===== src/rtl/arith_pkg.sv =====
// Shared constants, state encoding and sizing helper for the sequential
// arithmetic blocks.
package arith_pkg;

  localparam int DEF_WIDTH = 16;
  localparam int DEF_SLICE = 4;

  typedef enum logic [1:0] {
    IDLE = 2'd0,
    RUN  = 2'd1,
    DONE = 2'd2
  } state_t;

  // Counter width for N = width/slice slices; a single slice still needs one bit.
  function automatic int cnt_width(input int width, input int slice);
    int n;
    n = width / slice;
    return (n > 1) ? $clog2(n) : 1;
  endfunction

endpackage


===== src/rtl/cla_slice.sv =====
// Combinational W-bit carry-look-ahead adder: every carry is a flat
// sum-of-products over generate/propagate terms and the carry-in.
module cla_slice #(
  parameter int W = 4
) (
  input  logic [W-1:0] a,
  input  logic [W-1:0] b,
  input  logic         cin,
  output logic [W-1:0] sum,
  output logic         cout
);

  logic [W-1:0] g;
  logic [W-1:0] p;
  logic [W:0]   pz;
  logic [W:0]   c;

  assign g  = a & b;
  assign p  = a ^ b;
  assign pz = {1'b0, p};

  // Mask with bits lo..hi set; empty when lo > hi.
  function automatic logic [W:0] span(input int lo, input int hi);
    logic [W:0] one;
    one = {{W{1'b0}}, 1'b1};
    return (one << (hi + 1)) - (one << lo);
  endfunction

  always_comb begin
    c    = '0;
    c[0] = cin;
    for (int i = 0; i < W; i++) begin
      c[i+1] = cin & ((pz & span(0, i)) == span(0, i));
      for (int j = 0; j <= i; j++) begin
        c[i+1] = c[i+1] | (g[j] & ((pz & span(j + 1, i)) == span(j + 1, i)));
      end
    end
  end

  assign sum  = p ^ c[W-1:0];
  assign cout = c[W];

endmodule


===== src/rtl/cla_sequential_subtractor.sv =====
// Multi-cycle subtractor: resolves a - b - bin one CLA slice per clock,
// LSB first, with the borrow carried between cycles in a register.
module cla_sequential_subtractor
  import arith_pkg::*;
#(
  parameter int WIDTH = DEF_WIDTH,
  parameter int SLICE = DEF_SLICE
) (
  input  logic             clk,
  input  logic             rst,
  input  logic             start,
  input  logic [WIDTH-1:0] a,
  input  logic [WIDTH-1:0] b,
  input  logic             bin,
  output logic             busy,
  output logic             done,
  output logic [WIDTH-1:0] diff,
  output logic             bout,
  output logic             ovf
);

  localparam int N  = WIDTH / SLICE;
  localparam int CW = cnt_width(WIDTH, SLICE);

  generate
    if ((WIDTH % SLICE) != 0) begin : g_width_check
      $error("cla_sequential_subtractor: WIDTH must be a multiple of SLICE");
    end
  endgenerate

  state_t           state_q, state_d;
  logic [CW-1:0]    cnt_q, cnt_d;
  logic [WIDTH-1:0] a_q, a_d;
  logic [WIDTH-1:0] b_q, b_d;
  logic             brw_q, brw_d;
  logic [WIDTH-1:0] work_q, work_d;
  logic             busy_q, busy_d;
  logic             done_q, done_d;
  logic [WIDTH-1:0] diff_q, diff_d;
  logic             bout_q, bout_d;
  logic             ovf_q, ovf_d;

  logic [SLICE-1:0] sl_a;
  logic [SLICE-1:0] sl_b_inv;
  logic [SLICE-1:0] sl_sum;
  logic             sl_cout;

  // Subtraction as a + ~b + ~borrow; the slice carry-out is the inverted borrow.
  assign sl_a     = a_q[int'(cnt_q) * SLICE +: SLICE];
  assign sl_b_inv = ~b_q[int'(cnt_q) * SLICE +: SLICE];

  cla_slice #(.W(SLICE)) u_slice (
    .a    (sl_a),
    .b    (sl_b_inv),
    .cin  (~brw_q),
    .sum  (sl_sum),
    .cout (sl_cout)
  );

  always_comb begin
    state_d = state_q;
    cnt_d   = cnt_q;
    a_d     = a_q;
    b_d     = b_q;
    brw_d   = brw_q;
    work_d  = work_q;
    diff_d  = diff_q;
    bout_d  = bout_q;
    ovf_d   = ovf_q;
    busy_d  = (state_q == RUN);
    done_d  = (state_q == DONE);
    case (state_q)
      IDLE: begin
        if (start) begin
          a_d     = a;
          b_d     = b;
          brw_d   = bin;
          cnt_d   = '0;
          work_d  = '0;
          state_d = RUN;
        end
      end
      RUN: begin
        work_d[int'(cnt_q) * SLICE +: SLICE] = sl_sum;
        brw_d = ~sl_cout;
        if (cnt_q == CW'(N - 1)) begin
          cnt_d   = '0;
          state_d = DONE;
        end else begin
          cnt_d = cnt_q + CW'(1);
        end
      end
      DONE: begin
        diff_d  = work_q;
        bout_d  = brw_q;
        ovf_d   = (a_q[WIDTH-1] != b_q[WIDTH-1]) && (work_q[WIDTH-1] != a_q[WIDTH-1]);
        state_d = IDLE;
      end
      default: state_d = IDLE;
    endcase
  end

  always_ff @(posedge clk) begin
    if (rst) begin
      state_q <= IDLE;
      cnt_q   <= '0;
      a_q     <= '0;
      b_q     <= '0;
      brw_q   <= 1'b0;
      work_q  <= '0;
      busy_q  <= 1'b0;
      done_q  <= 1'b0;
      diff_q  <= '0;
      bout_q  <= 1'b0;
      ovf_q   <= 1'b0;
    end else begin
      state_q <= state_d;
      cnt_q   <= cnt_d;
      a_q     <= a_d;
      b_q     <= b_d;
      brw_q   <= brw_d;
      work_q  <= work_d;
      busy_q  <= busy_d;
      done_q  <= done_d;
      diff_q  <= diff_d;
      bout_q  <= bout_d;
      ovf_q   <= ovf_d;
    end
  end

  assign busy = busy_q;
  assign done = done_q;
  assign diff = diff_q;
  assign bout = bout_q;
  assign ovf  = ovf_q;

endmodule

===== config.mk =====
export PLATFORM = sky130hd
export DESIGN_NAME = cla_sequential_subtractor
export DESIGN_NICKNAME = d
export VERILOG_FILES = /design/src/rtl/arith_pkg.sv /design/src/rtl/cla_slice.sv /design/src/rtl/cla_sequential_subtractor.sv
export SDC_FILE = /design/constraint.sdc
export NUM_CORES = 1
export LEC_CHECK = 0
export ABC_CLOCK_PERIOD_IN_PS = 6820
export CAP_MARGIN = 5
export CORE_MARGIN = 2
export CORE_UTILIZATION = 56
export CTS_CLUSTER_SIZE = 10
export DETAILED_ROUTE_END_ITERATION = 10
export PLACE_DENSITY = 0.9
export SYNTH_ARGS = -nofsm -noshare
export SYNTH_HDL_FRONTEND = slang
export SYNTH_HIERARCHICAL = 1
export SYNTH_SLANG_ARGS = --single-unit
export TNS_END_PERCENT = 50

===== constraint.sdc =====
create_clock -name clk -period 6.82 [get_ports clk]
set_input_delay 0.682 -clock clk [delete_from_list [all_inputs] [get_ports clk]]
set_output_delay 0.682 -clock clk [all_outputs]
set_load 0.005 [all_outputs]

# == Yosys cells after proc, flatten, opt, wreduce, memory -nomap -nowiden ==
# Cells that the tools add are included.
# op_classes
n_reduce_logical,6
order_cmp,0
n_div,0
muxes,11
addsub,2
eq_ne,13
bitwise_logic,26
n_shift,4
mul,0
# ops
operator,count
4-bit negation with 33-bit output,1
"4-bit by 33-bit variable shift with 16-bit output, first input constant",1
4-bit by 33-bit indexed part select with 16-bit output,1
16-bit one-hot mux with 2 select lines,1
16-bit by 5-bit indexed part select with 4-bit output,2
16-bit bitwise mux,1
16-bit two-way mux,1
1-bit AND,10
"2-bit equality test, second input constant",5
1-bit OR,10
2-bit two-way mux,4
2-bit one-hot mux with 2 select lines,2
4-bit XOR,2
"3-bit equality test, second input constant",2
2-bit AND reduction,3
4-bit AND,1
"4-bit equality test, second input constant",1
4-bit inverter,1
"2-bit by 1-bit adder with 2-bit output, second input constant",1
"2-bit by 1-bit equality test with 1-bit output, second input constant",1
2-bit zero test,1
1-bit != test,2
"2-bit by 1-bit != test with 1-bit output, second input constant",1
"2-bit != test, second input constant",1
other kinds (5),6
# totals
ramBits,0
latchBits,0
memories,0
word_cells,73
mem_bits_ro,0
output_inout_bits,20
in_bits,36
ff_bits,73

# == Depth between registers and ports, before layout ==
# logic_depth
word_depth,12
ltp_mapped,10
depth_no_buf,9

# == Hierarchy ==
# The synthesis kept the hierarchy.
# by_module_without_submodules
mod,cells_each,seq_area_each_um2,instances,area_each_um2
cla_sequential_subtractor,324,1461.4,1,2947.8
cla_slice,13,0.0,1,132.6

# == Worst setup path before layout ==
# Ideal clock, no wire load.
# synth_path
path_kind,reg-to-reg
startpoint,register cnt_q[0]
endpoint,register brw_q
n_path_buf,1
period_less_slack_ns,2.423
setup_slack_ns,4.397
arrival_time_ns,2.328
required_time_ns,6.725
path_stages_with_launch,10
setup_time_ns,0.095
cell_sequence,dfxtp_1 > buf_6 > mux4_2 > ha_1 > a21o_1 > a31o_1 > a21o_1 > nand2_1 > o21ai_0 > a221oi_1
# synth_between
word_cells_on_any_way,18
cone_classes,3 x eq/ne; 2 x shift; 1 x mux; 12 x bitwise
# synth_rtl
element,line,source
"start, declared",cla_sequential_subtractor.sv:32,"logic [CW-1:0] cnt_q, cnt_d;"
"start signal, assigned",cla_sequential_subtractor.sv:118,cnt_q <= cnt_d;
16-bit by 5-bit indexed part select with 4-bit output *,cla_sequential_subtractor.sv:49,assign sl_a = a_q[int'(cnt_q) * SLICE +: SLICE];
named net sl_a[0],cla_sequential_subtractor.sv:43,logic [SLICE-1:0] sl_a;
4-bit XOR,cla_slice.sv:19,assign p = a ^ b;
4-bit equality test,cla_slice.sv:33,"c[i+1] = cin & ((pz & span(0, i)) == span(0, i));"
1-bit AND,cla_slice.sv:33,
1-bit OR * (4 in series),cla_slice.sv:35,"c[i+1] = c[i+1] | (g[j] & ((pz & span(j + 1, i)) == span(j + 1, i)));"
named net sl_cout,cla_sequential_subtractor.sv:46,logic sl_cout;
1-bit inverter *,cla_sequential_subtractor.sv:85,brw_d = ~sl_cout;
1-bit one-hot mux with 2 select lines *,cla_sequential_subtractor.sv:72,case (state_q)
"end signal, assigned",cla_sequential_subtractor.sv:121,brw_q <= brw_d;
"end, declared",cla_sequential_subtractor.sv:35,"logic brw_q, brw_d;"
# The timed path passes the listed nets; every way through them passes the cells marked *.
# A chain may end at the register's enable or synchronous reset.

# == Final worst setup path ==
# layout_path
startpoint,register cnt_q[0]
endpoint,register brw_q
# layout_between
elab_chain_cells,11
word_cells_on_any_way,18
cone_classes,3 x eq/ne; 2 x shift; 1 x mux; 12 x bitwise
# layout_lines
element,line,source
16-bit by 5-bit indexed part select with 4-bit output *,cla_sequential_subtractor.sv:50,assign sl_b_inv = ~b_q[int'(cnt_q) * SLICE +: SLICE];
4-bit inverter *,cla_sequential_subtractor.sv:50,
named net sl_b_inv[0],cla_sequential_subtractor.sv:44,logic [SLICE-1:0] sl_b_inv;
4-bit XOR,cla_slice.sv:19,
4-bit equality test,cla_slice.sv:33,
1-bit AND,cla_slice.sv:33,
1-bit OR * (4 in series),cla_slice.sv:35,
named net sl_cout,cla_sequential_subtractor.sv:46,
1-bit inverter *,cla_sequential_subtractor.sv:85,
1-bit one-hot mux with 2 select lines *,cla_sequential_subtractor.sv:72,
# Marks and branches as above.

==> results summary <==
The sequential group share of total power is 0.488. The hold violation count in the final report is 0. The remaining number of nets flagged by the antenna check after routing came out at 0.

The total setup buffers inserted after CTS is 0. The number of diodes came out at 0. The flow ran to the end, and the final reports show no timing, DRC or antenna violations.

The number of inserted filler cells in the final layout came out at 433. The critical hold path startpoint is a_q[7]. The depth of the worst register-to-register path is 9.

The power share of the clock group came out at 0.392. The placeable core region is ~5400 um2. In this run the power spent charging and discharging nets is 223.4 uW. The number of H-tree branching levels is 3.

Entering global routing, the biggest net connects 60 pins. During placement, the flow inserted port buffers numbering 55. For this run, the detailed router's first-pass iteration total came to 4. The clock slew at the register clock pins of the worst setup and hold paths came out at 0.07 ns. The register bit count reported by yosys came out at 73. The internal cell power is between 700 and 800 uW. The power per standard cell area came out at between 200 and 250 nW/um2. Among all flip-flop cells after synthesis, the most frequent one is sky130_fd_sc_hd__dfxtp_1. The CTS tree is done. The first global-routing pass estimated approximately 10 mm of wire.

The sort of element at the end of the critical path is a flop. The number of vias after detailed routing came out at 2464. The routed wire length is around 6.3 mm.

The net switching fraction of the power is 0.2390. The worst supply voltage drop on vdd is 0.1440 mV. The core occupancy in the finished layout is 0.7007. The post-route total power came out at a little over 900 uW. The detailed-placement wirelength estimate is between 4 and 5 mm. The area fraction in compound gates after synthesis is 0.1661. At the pin with the least slew margin, the transition time is between 1 and 1.5 ns.

The number of slew-limit violations in the final report came out at 0. The largest total area in the synthesized netlist belongs to sky130_fd_sc_hd__dfxtp_1. The cell sitting at the root of the clock tree is a sky130_fd_sc_hd__clkbuf_8. After synthesis, the cell types taking the most area are sky130_fd_sc_hd__dfxtp_1 (47%), sky130_fd_sc_hd__nand2_1 (13%), sky130_fd_sc_hd__a21oi_1 (8.4%). The mean cell area of the mapped netlist is 9.141 um2. The largest fanout of any net on the critical path came out at 15. Of the post-synthesis cell area, the dominant cell type holds 0.4744. Traced cell by cell, the critical path runs through mux4_1, inv_1, ha_1, a21o_1, a31o_1, a21o_1, nand2_1, o21ai_0, a221oi_1. The worst stage delay on the critical path came out at a little under 0.8 ns.

For this run, asynchronously set or reset flops after synthesis account for 0. The residual overflow from global routing came out at 0. The number of global-route vias before repair is 2311.

The depth of the worst hold-timing path is 2. The buffers plus inverters on the worst setup path is 1. The path type of the worst setup path is reg -> reg.

The launch instance of the worst register-to-register path is cnt_q[0]. The largest individual stage delay along the critical path comes from the cell sky130_fd_sc_hd__dfxtp_1. The non-filler instance count after layout came out at 458. The starting DRC count in detailed routing came out at 109. The kind of cell with the highest combined delay along the critical path is compound AO/OA/AOI/OAI gates. The worst setup path is launched from a flop. In this run the worst hold path is classified as reg -> reg. The overall die width is approximately 78 um. The xor/xnor share of the synthesized area came out at 0.008530. The fraction of power consumed by combinational cells came out at 0.121. The count of hold buffers inserted by post-cts repair came out at 0.

The simple-gate share of the synthesized area came out at 0.1702. The fraction of layout instances using a drive strength above 1 is 0.07254. In this run the static leakage power is between 0.001 and 0.0015 uW.

Setup repair after global routing left no endpoint under its margin. After synthesis, the largest family of logic cells by area is simple AND/OR/NAND/NOR gates. Counting stages on the worst path, the most repeated cell is sky130_fd_sc_hd__a21o_1.

Max-cap violations in this run came to 0. The worst max-slew margin expressed relative to the limit is 0.2577. The vias per cell came out at ~5.4. In this run, placement finished with an instance count of around 440. Counting I/O delays and the setup requirement, the final critical path takes between 2 and 3 ns. Setup violations remaining at the end of the flow were counted as 0. The total clock sinks came out at 73. Summing every instance area after synthesis gives about 3100 um2. Pin placement for this block handled 56 I/O pins. Counting every net in the synthesized netlist gives 383. The cell row count is 27. The arithmetic-cell share of the synthesized area counting full adders, half adders and majority gates is 0.04305. Of the available clock period, the critical path in the final layout requires 0.4240. Summing all multi-input logic gate instances after layout gives 1435 um2. The post-synthesis mux area share is 0.07799. The total routing resource utilization after global routing came out at 0.2234.

Routability-driven placement finished with a final weighted congestion of ~0.8. The share of the Yosys chip area taken by registers is 0.4744. The highest attainable clock frequency is around 350 MHz. The clock tree buffer depth is 2. The critical path required time is between 7 and 8 ns.

The total number of nets in the final design came out at approximately 430. Gates resized during post-CTS repair numbered 0. Synthesis produced 337 cells. The floorplan step set the die height to 78.17 um. The commonest cells after synthesis are sky130_fd_sc_hd__nand2_1 (106), sky130_fd_sc_hd__dfxtp_1 (73), sky130_fd_sc_hd__a21oi_1 (52), sky130_fd_sc_hd__o2bb2ai_1 (12). The worst clock skew is 0.006598 ns. Across all register-to-register paths, the minimum setup slack is 3.93 ns. In the final layout, flip-flops and latches occupy about 1500 um2. For hold timing, the worst endpoint is a_q[7].

The per-cell routed wire length came out at 13.70 um. STA puts the critical path data arrival time at 3.15 ns. The final routed DRC violation total is 0. The effective utilization at floorplan came out at 0.5699. The die outline area came out at between 6000 and 7000 um2. The total number of yosys warnings is 6. The number of antenna violations at the first check in global routing is 0. sky130_fd_sc_hd__nand2_1 is the most common cell in the netlist. Summed over all failing endpoints, the final setup total negative slack is 0 ns.

The layout overhead on the synthesized area came out at 22.95%. The distinct cell type count after synthesis came out at 42. The count of flip-flops with a built-in enable after synthesis is 0. In this run, CTS created clock tree buffers numbering 9. The worst-skew pair later-pin latency is ~0.35 ns. The reg-to-reg endpoint is brw_q.
-- routing by layer --
metal	vias up	wire length (um)	track usage
li1	1238	-	-
met1	1142	2597	0.2556
met2	73	3258	0.3802
met3	11	317	0.08851
met4	0	102	0.07719
met5	-	0	0
-- state kept, by name, indices dropped and copies added, names as in the netlist --
register	cells
work_q	16
a_q	16
busy	1
brw_q	1
b_q	16
diff	16
ovf	1
bout	1
done	1
state_q	2
cnt_q	2
-- cell families after synthesis --
| group | Yosys count |
|---|---|
| muxes | 12 |
| DFF | 73 |
| xor gates and xnor gates | 3 |
| adders and majority gates | 10 |
| AOI/OAI and AO/OA | 82 |
| and+or+nand+nor | 125 |
| buffers and inverters | 32 |
-- power groups by stage --
stage | Clock [uW] | Sequential [uW] | Combinational (uW)
global placement | 0 | 464 | 107
finish | 366 | 456 | 113
global route | 393 | 458 | 124
floorplan | 0 | 457 | 83.9
detailed placement | 0 | 465 | 112
CTS | 369 | 456 | 113
-- worst register-to-register path, stage by stage, from the launching register on --
cell and delay, ns:
sky130_fd_sc_hd__dfxtp_1 0.77, sky130_fd_sc_hd__mux4_1 0.64, sky130_fd_sc_hd__inv_1 0.11, sky130_fd_sc_hd__ha_1 0.24, sky130_fd_sc_hd__a21o_1 0.20, sky130_fd_sc_hd__a31o_1 0.25
sky130_fd_sc_hd__a21o_1 0.19, sky130_fd_sc_hd__nand2_1 0.05, sky130_fd_sc_hd__o21ai_0 0.09, sky130_fd_sc_hd__a221oi_1 0.24
-- area by class of cell --
type                       count  area share
clock buffer                  12     0.03832
clock inverter                 3     0.01718
inverter                      10    0.009911
multi-input combinational    232      0.3789
sequential                    73      0.3859
tap                           72     0.02379
timing repair buffer          56      0.1460
-- worst max path at each step --
stage / startpoint / to / slack [ns] / cells past startpoint
final: cnt_q[0] / brw_q / 3.93 / 9
after global routing: cnt_q[0] / brw_q / 3.66 / 9
after CTS: cnt_q[0] / brw_q / 3.90 / 9
after detailed placement: cnt_q[0] / brw_q / 3.92 / 9
after global placement: cnt_q[0] / brw_q / 4.06 / 9
after floorplan: cnt_q[0] / brw_q / 4.40 / 9
-- through the flow --
stage / hold WS (ns) / instance area [um2] / setup WS [ns]
floorplan: 0.4312 / 3080 / 4.397
global placement: 0.4405 / 3577 / 4.059
detailed placement: 0.4456 / 3577 / 3.921
CTS: 0.4552 / 3787 / 3.902
global route: 0.4750 / 3787 / 3.665
finish: 0.4534 / 3787 / 3.929
-- cell usage in the layout (no fill, tap or decap), types with 3 or more instances in the layout --
master and count:
sky130_fd_sc_hd__ha_1 9, sky130_fd_sc_hd__inv_1 9, sky130_fd_sc_hd__a21oi_1 52, sky130_fd_sc_hd__mux4_2 6, sky130_fd_sc_hd__a32o_1 4, sky130_fd_sc_hd__clkbuf_8 10
sky130_fd_sc_hd__o2bb2ai_1 12, sky130_fd_sc_hd__nand2_1 106, sky130_fd_sc_hd__nor2_1 5, sky130_fd_sc_hd__clkdlybuf4s50_1 54, sky130_fd_sc_hd__dfxtp_1 73, sky130_fd_sc_hd__a21o_1 3
Power figures use the tool's default switching activity.
